--- config.mk ---
export PLATFORM = sky130hd
export DESIGN_NAME = capture_emit_seq
export DESIGN_NICKNAME = d
export VERILOG_FILES = /design/src/rtl/capture_emit_seq.sv
export SDC_FILE = /design/constraint.sdc
export NUM_CORES = 1
export LEC_CHECK = 0
export ABC_AREA = 1
export BUFFER_PORTS_ARGS = -buffer_cell sky130_fd_sc_hd__buf_2
export CAP_MARGIN = 20
export CORE_AREA = 2 2 39 41
export DETAILED_ROUTE_END_ITERATION = 16
export DIE_AREA = 0 0 41 43
export GPL_TIMING_DRIVEN = 0
export HOLD_SLACK_MARGIN = 0.15
export PLACE_DENSITY_LB_ADDON = 0.25
export SYNTH_ARGS = -nofsm -noshare
export SYNTH_HDL_FRONTEND = slang
export SYNTH_SLANG_ARGS = --single-unit
--- constraint.sdc ---
create_clock -name clk -period 1.05 [get_ports clk]
set_input_delay 0.105 -clock clk [delete_from_list [all_inputs] [get_ports clk]]
set_output_delay 0.105 -clock clk [all_outputs]
set_load 0.02 [all_outputs]
--- src/rtl/capture_emit_seq.sv ---
// Capture/emit sequencer: gathers BURST samples, then replays them (FIFO or LIFO) on a
// valid/ready output. Define CES_OVERRUN_CNT_EN to add the saturating overrun_cnt port.
module capture_emit_seq #(
  parameter int WIDTH   = 3,
  parameter int BURST   = 1,
  parameter bit REVERSE = 1'b0
) (
  input  logic             clk,
  input  logic             rst,
  input  logic             in_valid,
  input  logic [WIDTH-1:0] in_data,
  output logic             in_ready,
  output logic             out_valid,
  output logic [WIDTH-1:0] out_data,
  input  logic             out_ready,
`ifdef CES_OVERRUN_CNT_EN
  output logic [7:0]       overrun_cnt,
`endif
  output logic             dbg_state_o
);

  // Handshakes: a capture happens on in_valid & in_ready, an emit on out_valid & out_ready;
  // out_valid/out_data stay stable until the emit handshake completes.

  localparam int IW = (BURST > 1) ? $clog2(BURST) : 1;
  localparam logic [IW-1:0] LAST_IDX = IW'(BURST - 1);
  localparam logic [IW-1:0] RD_START = REVERSE ? LAST_IDX : '0;
  localparam logic [IW-1:0] RD_END   = REVERSE ? '0 : LAST_IDX;

  typedef enum logic {
    S_CAPTURE = 1'b0,
    S_EMIT    = 1'b1
  } state_e;

  state_e           state_q, state_d;
  logic [IW-1:0]    wr_idx_q, wr_idx_d;
  logic [IW-1:0]    rd_idx_q, rd_idx_d;
  logic [IW-1:0]    rd_next;
  logic [WIDTH-1:0] out_data_q, out_data_d;
  logic [WIDTH-1:0] first_word;
  logic [WIDTH-1:0] mem_q [BURST];

  logic cap_fire, emit_fire, cap_last, emit_last;

  assign cap_fire  = (state_q == S_CAPTURE) && in_valid;
  assign emit_fire = (state_q == S_EMIT) && out_ready;
  assign cap_last  = cap_fire && (wr_idx_q == LAST_IDX);
  assign emit_last = emit_fire && (rd_idx_q == RD_END);

  always_ff @(posedge clk or posedge rst) begin
    if (rst) state_q <= S_CAPTURE;
    else     state_q <= state_d;
  end

  always_comb begin
    state_d = state_q;
    case (state_q)
      S_CAPTURE: if (cap_last)  state_d = S_EMIT;
      S_EMIT:    if (emit_last) state_d = S_CAPTURE;
      default:   state_d = S_CAPTURE;
    endcase
  end

  always_comb begin
    in_ready  = (state_q == S_CAPTURE);
    out_valid = (state_q == S_EMIT);
  end

  assign out_data    = out_data_q;
  assign dbg_state_o = state_q;

  // The first replayed entry may be the one written on the same edge, so bypass it from in_data.
  always_comb begin
    rd_next    = REVERSE ? (rd_idx_q - IW'(1)) : (rd_idx_q + IW'(1));
    first_word = (RD_START == LAST_IDX) ? in_data : mem_q[RD_START];
    wr_idx_d   = wr_idx_q;
    rd_idx_d   = rd_idx_q;
    out_data_d = out_data_q;
    if (cap_fire) begin
      wr_idx_d = cap_last ? '0 : (wr_idx_q + IW'(1));
      if (cap_last) out_data_d = first_word;
    end
    if (emit_fire) begin
      if (emit_last) begin
        rd_idx_d   = RD_START;
        out_data_d = '0;
      end else begin
        rd_idx_d   = rd_next;
        out_data_d = mem_q[rd_next];
      end
    end
  end

  always_ff @(posedge clk or posedge rst) begin
    if (rst) begin
      wr_idx_q   <= '0;
      rd_idx_q   <= RD_START;
      out_data_q <= '0;
    end else begin
      wr_idx_q   <= wr_idx_d;
      rd_idx_q   <= rd_idx_d;
      out_data_q <= out_data_d;
    end
  end

  // Sample storage is never read before written, so it carries no reset.
  always_ff @(posedge clk) begin
    if (cap_fire) mem_q[wr_idx_q] <= in_data;
  end

`ifdef CES_OVERRUN_CNT_EN
  logic [7:0] ovr_q, ovr_d;

  always_comb begin
    ovr_d = ovr_q;
    if ((state_q == S_EMIT) && in_valid && (ovr_q != 8'hFF)) ovr_d = ovr_q + 8'd1;
  end

  always_ff @(posedge clk or posedge rst) begin
    if (rst) ovr_q <= 8'd0;
    else     ovr_q <= ovr_d;
  end

  assign overrun_cnt = ovr_q;
`endif

endmodule

==> results of run 1 <==
## logic make-up (layout without fill, tap and decap cells)
| kind of cell | Yosys count | in the layout | share of synthesized area, % |
|---|---|---|---|
| buffers and inverters | 6 | 26 | 8.63 |
| AO/OA/AOI/OAI | 4 | 4 | 6.07 |
| flip-flops | 9 | 9 | 61.3 |
| AND/OR/NAND/NOR | 22 | 22 | 24.0 |
## through the flow
step | util (%) | std cells
detailed placement | 34.2 | 69
global placement | 34.2 | 69
CTS | 39.9 | 77
global route | 40.1 | 77
floorplan | - | 41
finish | 40.1 | 77
## synth_stat cells
cell / number
inv_1: 4
o21ai_0: 1
buf_6: 1
nand2_1: 14
o21ai_1: 2
nand3_1: 4
edfxtp_1: 3
buf_4: 1
dfrtp_1: 6
o21ai_2: 1
nand2_2: 1
and2_2: 1
nor2_1: 2
## per-layer routing
layer	wire length, microns	part of all wire, %	vias up	GRT usage [%]
li1	-	-	167	-
met1	369	47	141	13.7
met2	363	47	7	13.8
met3	28	3.6	2	4.71
met4	17	2.2	0	10.0
met5	0	0	-	0
## layout by cell type (no fill, tap or decap)
cell type / n
edfxtp_1: 3
inv_2: 1
dfrtp_2: 1
buf_4: 1
clkbuf_4: 3
nor2_2: 1
nand2_2: 1
clkbuf_1: 1
inv_1: 3
o21ai_0: 1
nand3_1: 4
nand2_1: 14
o21ai_1: 2
dlygate4sd3_1: 4
dfrtp_1: 5
buf_6: 3
nor2_1: 1
o21ai_2: 1
and2_2: 1
buf_2: 10
## repair_timing
action,in CTS,in global routing
endpoints found under the setup margin,4,6
endpoints found under the hold margin,9,0
resized for setup,4,1
hold buffers,4,0
pin swaps,0,0
## path summary, 6_finish.rpt
kind / start / to / slack, ns
max: dbg_state_o$_DFF_PP0_ / out_valid / -0.01
min: in_valid / dbg_state_o$_DFF_PP0_ / 0.20
max reg2reg: dbg_state_o$_DFF_PP0_ / out_data[2]$_DFFE_PP0P_ / 0.03
min reg2reg: wr_idx_q$_DFFE_PP0P_ / wr_idx_q$_DFFE_PP0P_ / 0.50
max in group asynchronous: rst / dbg_state_o$_DFF_PP0_ / 0.55
min in group asynchronous: rst / out_data[1]$_DFFE_PP0P_ / 0.30
## flip-flops by register name, indices dropped and copies added (netlist names)
register and flops:
mem_q 3, out_data 3, rd_idx_q 1, wr_idx_q 1, dbg_state_o 1
## power groups by stage
stage / Combinational (mW) / Clock (mW) / Sequential [mW]
after floorplan: 0.279 / 0 / 0.641
after global routing: 0.663 / 0.299 / 0.558
after global placement: 0.546 / 0 / 0.548
after detailed placement: 0.549 / 0 / 0.546
after CTS: 0.606 / 0.281 / 0.546
final: 0.609 / 0.267 / 0.546
## worst max-delay path, stage by stage (launching register included)
cell	delay, ns
dfrtp_2	0.45
buf_6	0.13
buf_6	0.12
## layout make-up
type	count	area share (%)
inverter	4	2.71
buffer	2	4.06
timing repair buffer	16	19.6
clock buffer	4	4.74
multi-input combinational	26	21.7
tap	16	3.61
sequential	9	43.6
==> results_dict.tcl, run 1 <==
set metrics [dict create \
    status "finished, violations left" \
    violations "setup timing" \
    drive_above_1_share_pct 37.7 \
    postSynthCellCount 41 \
    placed_area_sq_um 473 \
    cp_data_required_time_ns 0.94 \
    ys_types 13 \
    post-place-ws_ns -0.0189 \
    core_sq_um 1380 \
    syn_area_per_cell_sq_um 9.55 \
    root_buffer "clkbuf_4" \
    max_freq_ghz 0.939 \
    die_area_sq_um 1760 \
    synth_fp_nets 48 \
    power_mw 1.42 \
    grt_max_degree 11 \
    h-tree-depth 1 \
    gr-total-overflow 0 \
    setup_tns_ns -0.0146 \
    hold_violations 0 \
    io-pin-count 13 \
    vdd_ir_drop_max_mv 0.937 \
    chipWidth_microns 41 \
    maxSlewViolCount 0 \
    p_leak_nw 0.277 \
    wl_per_cell_microns 10.1 \
    crit_fanout 6 \
    post_cts_buffers 0 \
    seqCellArea_sq_um 241 \
    cts_tree "done" \
    drc 0 \
    portBuffers 12 \
    hpwl_microns 555 \
    cts_buffers 3 \
    crit_type "flip-flop to primary output" \
    p_sw_share_pct 38.5 \
    via_per_inst 4.12 \
    setup_viol 1 \
    antenna_found_initial 0 \
    hp-class "primary input to flip-flop" \
    antennaDiodeCount 0 \
    finalInstanceArea_sq_um 554 \
    clkLatencyLatePin_ns 0.26 \
    layout_setup_ws_ns -0.0146 \
    r2r_cells 5 \
    grt_pass1_vias 292 \
    crit_arrival_ns 0.96 \
    hold_depth 3 \
    startpoint_type "flip-flop" \
    clk_path_buf_depth 2 \
    clkTransAtPathRegs_ns 0.06 \
    yosys_register_bits 9 \
    layout_min_cycle_time_ns 1.06 \
    internal_power_uw 874 \
    power_switching_uw 547 \
    maxSlewHeadroom_pct 84.6 \
    powerDensity_nw_per_um2 2560 \
    netlist_area_sq_um 392 \
    area_growth_pct 41.5 \
    first_pass_iters 2 \
    cts.sinks 9 \
    cap_violations 0 \
    start_util_pct 28.3 \
    grt_pass1_wl_microns 1210 \
    vias 317 \
    p_clk_share_pct 18.7 \
    seq_power_share_pct 38.4 \
    tightest_slew_ns 0.231 \
    comb_power_share_pct 42.8 \
    final_nets 69 \
    synth_top_area_share_pct 38.3 \
    fill_cells 145 \
    multi_input_area_sq_um 120 \
    fp-row-count 14 \
    die_h_microns 43 \
    yosysTopAreaCell "dfrtp_1" \
    synth_area_leaders "dfrtp_1, edfxtp_1, nand2_1" \
    fin_crit_sh_pct 101 \
    totalWireLength_microns 777 \
    hold_slack_ns 0.202 \
    critPathCaptureType "primary output" \
    yosysWarningCount 0 \
    rsz0062_at_grt "yes" \
    ant_nets 0 \
    grtUsageTotal_pct 11.1 \
    place_congestion 0.734 \
    clock_skew_ns 0.00340 \
    synth-seq-area-share_pct 61.3 \
    first_iter_violations 1 \
]
No activity file was read; power rests on OpenSTA's default activity.
==> inputs of run 2 (changes only) <==
--- a/config.mk
+++ b/config.mk
@@ -13,7 +13,7 @@
 export DIE_AREA = 0 0 41 43
 export GPL_TIMING_DRIVEN = 0
 export HOLD_SLACK_MARGIN = 0.15
-export PLACE_DENSITY_LB_ADDON = 0.25
+export PLACE_DENSITY = 0.52
 export SYNTH_ARGS = -nofsm -noshare
 export SYNTH_HDL_FRONTEND = slang
 export SYNTH_SLANG_ARGS = --single-unit
==> results_dict.tcl, run 2 (synthesized netlist as in run 1, its figures left out) <==
set metrics [dict create \
    status "finished, violations left" \
    violations "setup timing" \
    hold_depth 3 \
    cts_tree "done" \
    cts_buffers 3 \
    met2_usage_pct 14.4 \
    ant_nets 0 \
    grt_max_degree 11 \
    root_buffer "clkbuf_4" \
    maxSlewHeadroom_pct 84.2 \
    use_met1_pct 15.2 \
    grt_util_met3_pct 3.14 \
    hold_violations 0 \
    grtUsageTotal_pct 12.0 \
    timing.rr.start "dbg_state_o$_DFF_PP0_" \
    final_util_pct 41.4 \
    fin_crit_sh_pct 102 \
    vdd_ir_drop_max_mv 0.994 \
    die_h_microns 43 \
    final_cell_mix "nand2_1, buf_2, dfrtp_1, buf_6, dlygate4sd3_1" \
    cp_data_required_time_ns 0.94 \
    hold_path_end "dbg_state_o$_DFF_PP0_" \
    setup_viol 1 \
    first_iter_violations 5 \
    chipWidth_microns 41 \
    totalWireLength_microns 854 \
    hold_slack_ns 0.158 \
    r2r_cells 6 \
    crit_type "flip-flop to primary output" \
    antenna_found_initial 0 \
    first_pass_iters 4 \
    clk_path_buf_depth 2 \
    wl_per_cell_microns 10.9 \
    final_common_cell "nand2_1" \
    via_per_inst 4.05 \
    crit_top_cell "buf_6" \
    critPathCaptureType "primary output" \
    h-tree-depth 1 \
    setup_tns_ns -0.0221 \
    cp_slowest_stage_delay_ns 0.45 \
    portBuffers 12 \
    hp-class "primary input to flip-flop" \
    seqCellArea_sq_um 241 \
    drive_above_1_share_pct 41.9 \
    r2r_setup_slack_ns 0.04 \
    finalInstanceArea_sq_um 573 \
    powerDensity_nw_per_um2 2580 \
    drc 0 \
    fill_cells 149 \
    crit_buf_inv 2 \
    layout_setup_ws_ns -0.0221 \
    maxSlewViolCount 0 \
    path_cells "buf_6, buf_6" \
    die_area_sq_um 1760 \
    hpwl_microns 554 \
    crit_arrival_ns 0.97 \
    core_sq_um 1380 \
    clkLatencyLatePin_ns 0.26 \
    grt_pass1_vias 298 \
    fp-row-count 14 \
    placed_area_sq_um 473 \
    gr-total-overflow 0 \
    max_freq_ghz 0.933 \
    power_mw 1.48 \
    tightest_slew_ns 0.237 \
    multi_input_area_sq_um 128 \
    crit_fanout 6 \
    crit_cells 2 \
    place_congestion 0.684 \
    antennaDiodeCount 0 \
    cp_top_family "flip-flops" \
    r2r-end "out_data[1]$_DFFE_PP0P_" \
    area_growth_pct 46.3 \
    cts.sinks 9 \
    vias 316 \
    grt-busiest-layer "met1" \
    clock_skew_ns 0.00651 \
    min_from "in_valid" \
    clkTransAtPathRegs_ns 0.07 \
    final_nets 70 \
    rsz0062_at_grt "yes" \
    start_util_pct 28.3 \
    startpoint_type "flip-flop" \
    p_leak_nw 0.285 \
    cp_slowest_cell "dfrtp_2" \
    layout_min_cycle_time_ns 1.07 \
    grt_pass1_wl_microns 1290 \
    io-pin-count 13 \
    cap_violations 0 \
]
[run 2: worst reg2reg max path: stages, from the launching register on]
cell	delay, ns
dfrtp_2	0.45
nand2_2	0.11
buf_6	0.14
nand2_1	0.05
o21ai_1	0.07
nand2_1	0.06
nand2_1	0.06
[run 2: report_power, final]
part | internal [mW] | leakage [nW] | switching (mW)
combinational | 0.286 | 0.165 | 0.374
clock | 0.147 | 0.0150 | 0.128
sequential | 0.472 | 0.104 | 0.0736
total | 0.905 | 0.285 | 0.576
[run 2: layer usage]
metal / share of wire (%) / vias to the layer above
met3: 2.0 / 2
met1: 49 / 139
met5: 0 / -
met4: 2.2 / 0
met2: 47 / 5
li1: - / 170
[run 2: stage by stage]
| step | std cells | worst slack (ns) |
|---|---|---|
| CTS | 77 | -0.0367 |
| detailed placement | 69 | -0.0708 |
| floorplan | 41 | 0.0257 |
| global route | 78 | -0.0585 |
| finish | 78 | -0.0221 |
| global placement | 69 | -0.0211 |
[run 2: layout make-up]
type / count / share of cell area [%]
Sequential cell: 9 / 42.1
Buffer: 2 / 3.93
Multi-Input combinational cell: 26 / 22.3
Timing Repair Buffer: 17 / 21.0
Clock buffer: 4 / 4.59
Tap cell: 16 / 3.49
Inverter: 4 / 2.62
[run 2: worst max-delay path by stage]
| stage | start | end |
|---|---|---|
| floorplan | dbg_state_o$_DFF_PP0_ | mem_q[0][0]$_DFFE_PP_ |
| finish | dbg_state_o$_DFF_PP0_ | out_valid |
| CTS | dbg_state_o$_DFF_PP0_ | out_valid |
| global route | dbg_state_o$_DFF_PP0_ | out_valid |
| detailed placement | dbg_state_o$_DFF_PP0_ | mem_q[0][2]$_DFFE_PP_ |
| global placement | dbg_state_o$_DFF_PP0_ | mem_q[0][1]$_DFFE_PP_ |
[run 2: timing repair]
item	4_1_cts	5_1_grt
hold buffers	4	0
endpoints found under the hold margin	9	0
endpoints found under the setup margin	4	6
pin swaps	0	1
setup buffers	0	1
resized for setup	5	3
==> inputs of run 3 (changes only) <==
--- a/config.mk
+++ b/config.mk
@@ -5,7 +5,7 @@
 export SDC_FILE = /design/constraint.sdc
 export NUM_CORES = 1
 export LEC_CHECK = 0
-export ABC_AREA = 1
+export ABC_AREA = 0
 export BUFFER_PORTS_ARGS = -buffer_cell sky130_fd_sc_hd__buf_2
 export CAP_MARGIN = 20
 export CORE_AREA = 2 2 39 41
@@ -13,7 +13,7 @@
 export DIE_AREA = 0 0 41 43
 export GPL_TIMING_DRIVEN = 0
 export HOLD_SLACK_MARGIN = 0.15
-export PLACE_DENSITY = 0.52
+export PLACE_DENSITY = 0.5
 export SYNTH_ARGS = -nofsm -noshare
 export SYNTH_HDL_FRONTEND = slang
 export SYNTH_SLANG_ARGS = --single-unit
==> constraint.sdc (replaced) <==
create_clock -name clk -period 1 [get_ports clk]
set_input_delay 0.1 -clock clk [delete_from_list [all_inputs] [get_ports clk]]
set_output_delay 0.1 -clock clk [all_outputs]
set_load 0.02 [all_outputs]
==> results_dict.tcl, run 3 <==
set metrics [dict create \
    min_from "out_ready" \
    layout_setup_ws_ns -0.209 \
    powerDensity_nw_per_um2 1850 \
    first_pass_iters 2 \
    hp-class "primary input to flip-flop" \
    grtUsageTotal_pct 10.4 \
    yosys_register_bits 9 \
    final_cell_mix "buf_2, dfrtp_1, buf_4, dlygate4sd3_1" \
    grt_max_degree 7 \
    violations "setup timing" \
    synth_area_leaders "dfrtp_1, edfxtp_1, o221a_2" \
    cp_data_required_time_ns 1.14 \
    crit_fanout 5 \
    chipWidth_microns 41 \
    cp_slowest_cell "or3b_4" \
    hold_violations 0 \
    layout_min_cycle_time_ns 1.21 \
    grt_pass1_vias 276 \
    maxSlewViolCount 0 \
    critPathCaptureType "flip-flop" \
    timing.rr.start "wr_idx_q$_DFFE_PP0P_" \
    postSynth.asyncResetShare_pct 66.7 \
    die_h_microns 43 \
    final_nets 55 \
    yosysTopAreaCell "dfrtp_1" \
    postSynthCellCount 26 \
    p_leak_nw 0.259 \
    vias 276 \
    core_sq_um 1380 \
    synth.most_common_cell "dfrtp_1" \
    syn_area_per_cell_sq_um 14.1 \
    start_util_pct 26.4 \
    netlist_area_sq_um 365 \
    synthFlopType "dfrtp_1" \
    place_congestion 0.715 \
    maxSlewHeadroom_pct 84.6 \
    crit_arrival_ns 1.35 \
    antenna_found_initial 0 \
    fp-row-count 14 \
    die_area_sq_um 1760 \
    clk_path_buf_depth 2 \
    area_growth_pct 47.9 \
    io-pin-count 13 \
    clkLatencyLatePin_ns 0.26 \
    cts_tree "done" \
    setup_viol 9 \
    cts.sinks 9 \
    synth_commonest_cells "dfrtp_1, a21o_1, edfxtp_1, o221a_2" \
    cp_slowest_stage_delay_ns 0.44 \
    synth-seq-area-share_pct 65.8 \
    via_per_inst 4.38 \
    drc 0 \
    status "finished, violations left" \
    clkTransAtPathRegs_ns 0.06 \
    yosysWarningCount 0 \
    first_iter_violations 2 \
    worstSetupStartpoint "wr_idx_q$_DFFE_PP0P_" \
    synth_fp_nets 33 \
    tightest_slew_ns 0.231 \
    grt_pass1_wl_microns 1150 \
    synth-edff-count 3 \
    portBuffers 12 \
    hold_slack_ns 0.159 \
    totalWireLength_microns 746 \
    vdd_ir_drop_max_mv 0.531 \
    gr-total-overflow 0 \
    cap_violations 0 \
    setup_tns_ns -1.20 \
    final_common_cell "buf_2" \
    antennaDiodeCount 0 \
    synth_top_area_share_pct 41.1 \
    rsz0062_at_grt "yes" \
    root_buffer "clkbuf_4" \
    final_util_pct 39.1 \
    crit_type "flip-flop to flip-flop" \
    h-tree-depth 1 \
    max_freq_ghz 0.827 \
    cts_buffers 3 \
    ant_nets 0 \
    drive_above_1_share_pct 53.2 \
    hpwl_microns 593 \
    wl_per_cell_microns 11.8 \
    ys_types 13 \
    path_cells "or3b_4, o221a_2" \
    startpoint_type "flip-flop" \
    clock_skew_ns 0.00244 \
    r2r_setup_slack_ns -0.21 \
    fin_crit_sh_pct 121 \
]
==> run 3: critical path, delay by kind of cell, from the launching register on <==
family	cells	cell delay, ns
flip-flops	1	0.38
AO/OA/AOI/OAI	1	0.28
AND/OR/NAND/NOR	1	0.44
==> run 3: final timing paths <==
kind,endpoint,cells after the start
worst max-delay path,out_data[0]$_DFFE_PP0P_,2
worst max register to register,out_data[0]$_DFFE_PP0P_,2
max in group asynchronous,dbg_state_o$_DFF_PP0_,3
worst min-delay path,dbg_state_o$_DFF_PP0_,3
min in group asynchronous,out_data[2]$_DFFE_PP0P_,3
worst min register to register,wr_idx_q$_DFFE_PP0P_,1
==> run 3: cell type report <==
type / instances / area, sq um
buffer: 1 / 7.51
multi-input combinational: 14 / 119
sequential: 9 / 241
inverter: 2 / 7.51
clock buffer: 4 / 26.3
fill: 147 / 843
tap: 16 / 20.0
timing repair buffer: 17 / 119
==> run 3: cell families after synthesis <==
group / count (synthesis) / synth area share, %
AO/OA/AOI/OAI: 7 / 16.8
flip-flops: 9 / 65.8
buffers and inverters: 3 / 4.11
AND/OR/NAND/NOR: 7 / 13.4
==> run 3: power by group <==
group	leakage (nW)	internal, mW	switching, mW
clock	0.0150	0.153	0.122
sequential	0.103	0.428	0.0222
combinational	0.141	0.135	0.141
==> run 3: through the flow <==
| step | setup slack, ns | instances | instance area (sq um) | total power, mW |
|---|---|---|---|---|
| 2_1_floorplan | -0.248 | 26 | 367 | 0.605 |
| 4_1_cts | -0.208 | 63 | 529 | 1.00 |
| 6_report | -0.209 | 63 | 541 | 1.00 |
| 5_1_grt | -0.219 | 63 | 541 | 1.05 |
| 3_3_place_gp | -0.235 | 54 | 447 | 0.681 |
| 3_5_place_dp | -0.237 | 54 | 447 | 0.684 |
==> run 3: layer usage <==
layer	vias to the layer above	wire (microns)	GRT usage, %
met3	0	22	4.71
met2	3	392	13.4
met1	137	332	12.8
met5	-	0	0
met4	0	0	8.00
li1	136	-	-
==> run 3: repair_timing <==
item	CTS	global route
gates cloned	0	0
endpoints found under the setup margin	9	11
gates resized for setup	4	2
endpoints found under the hold margin	11	0
buffers inserted	1	0
hold buffers	4	0
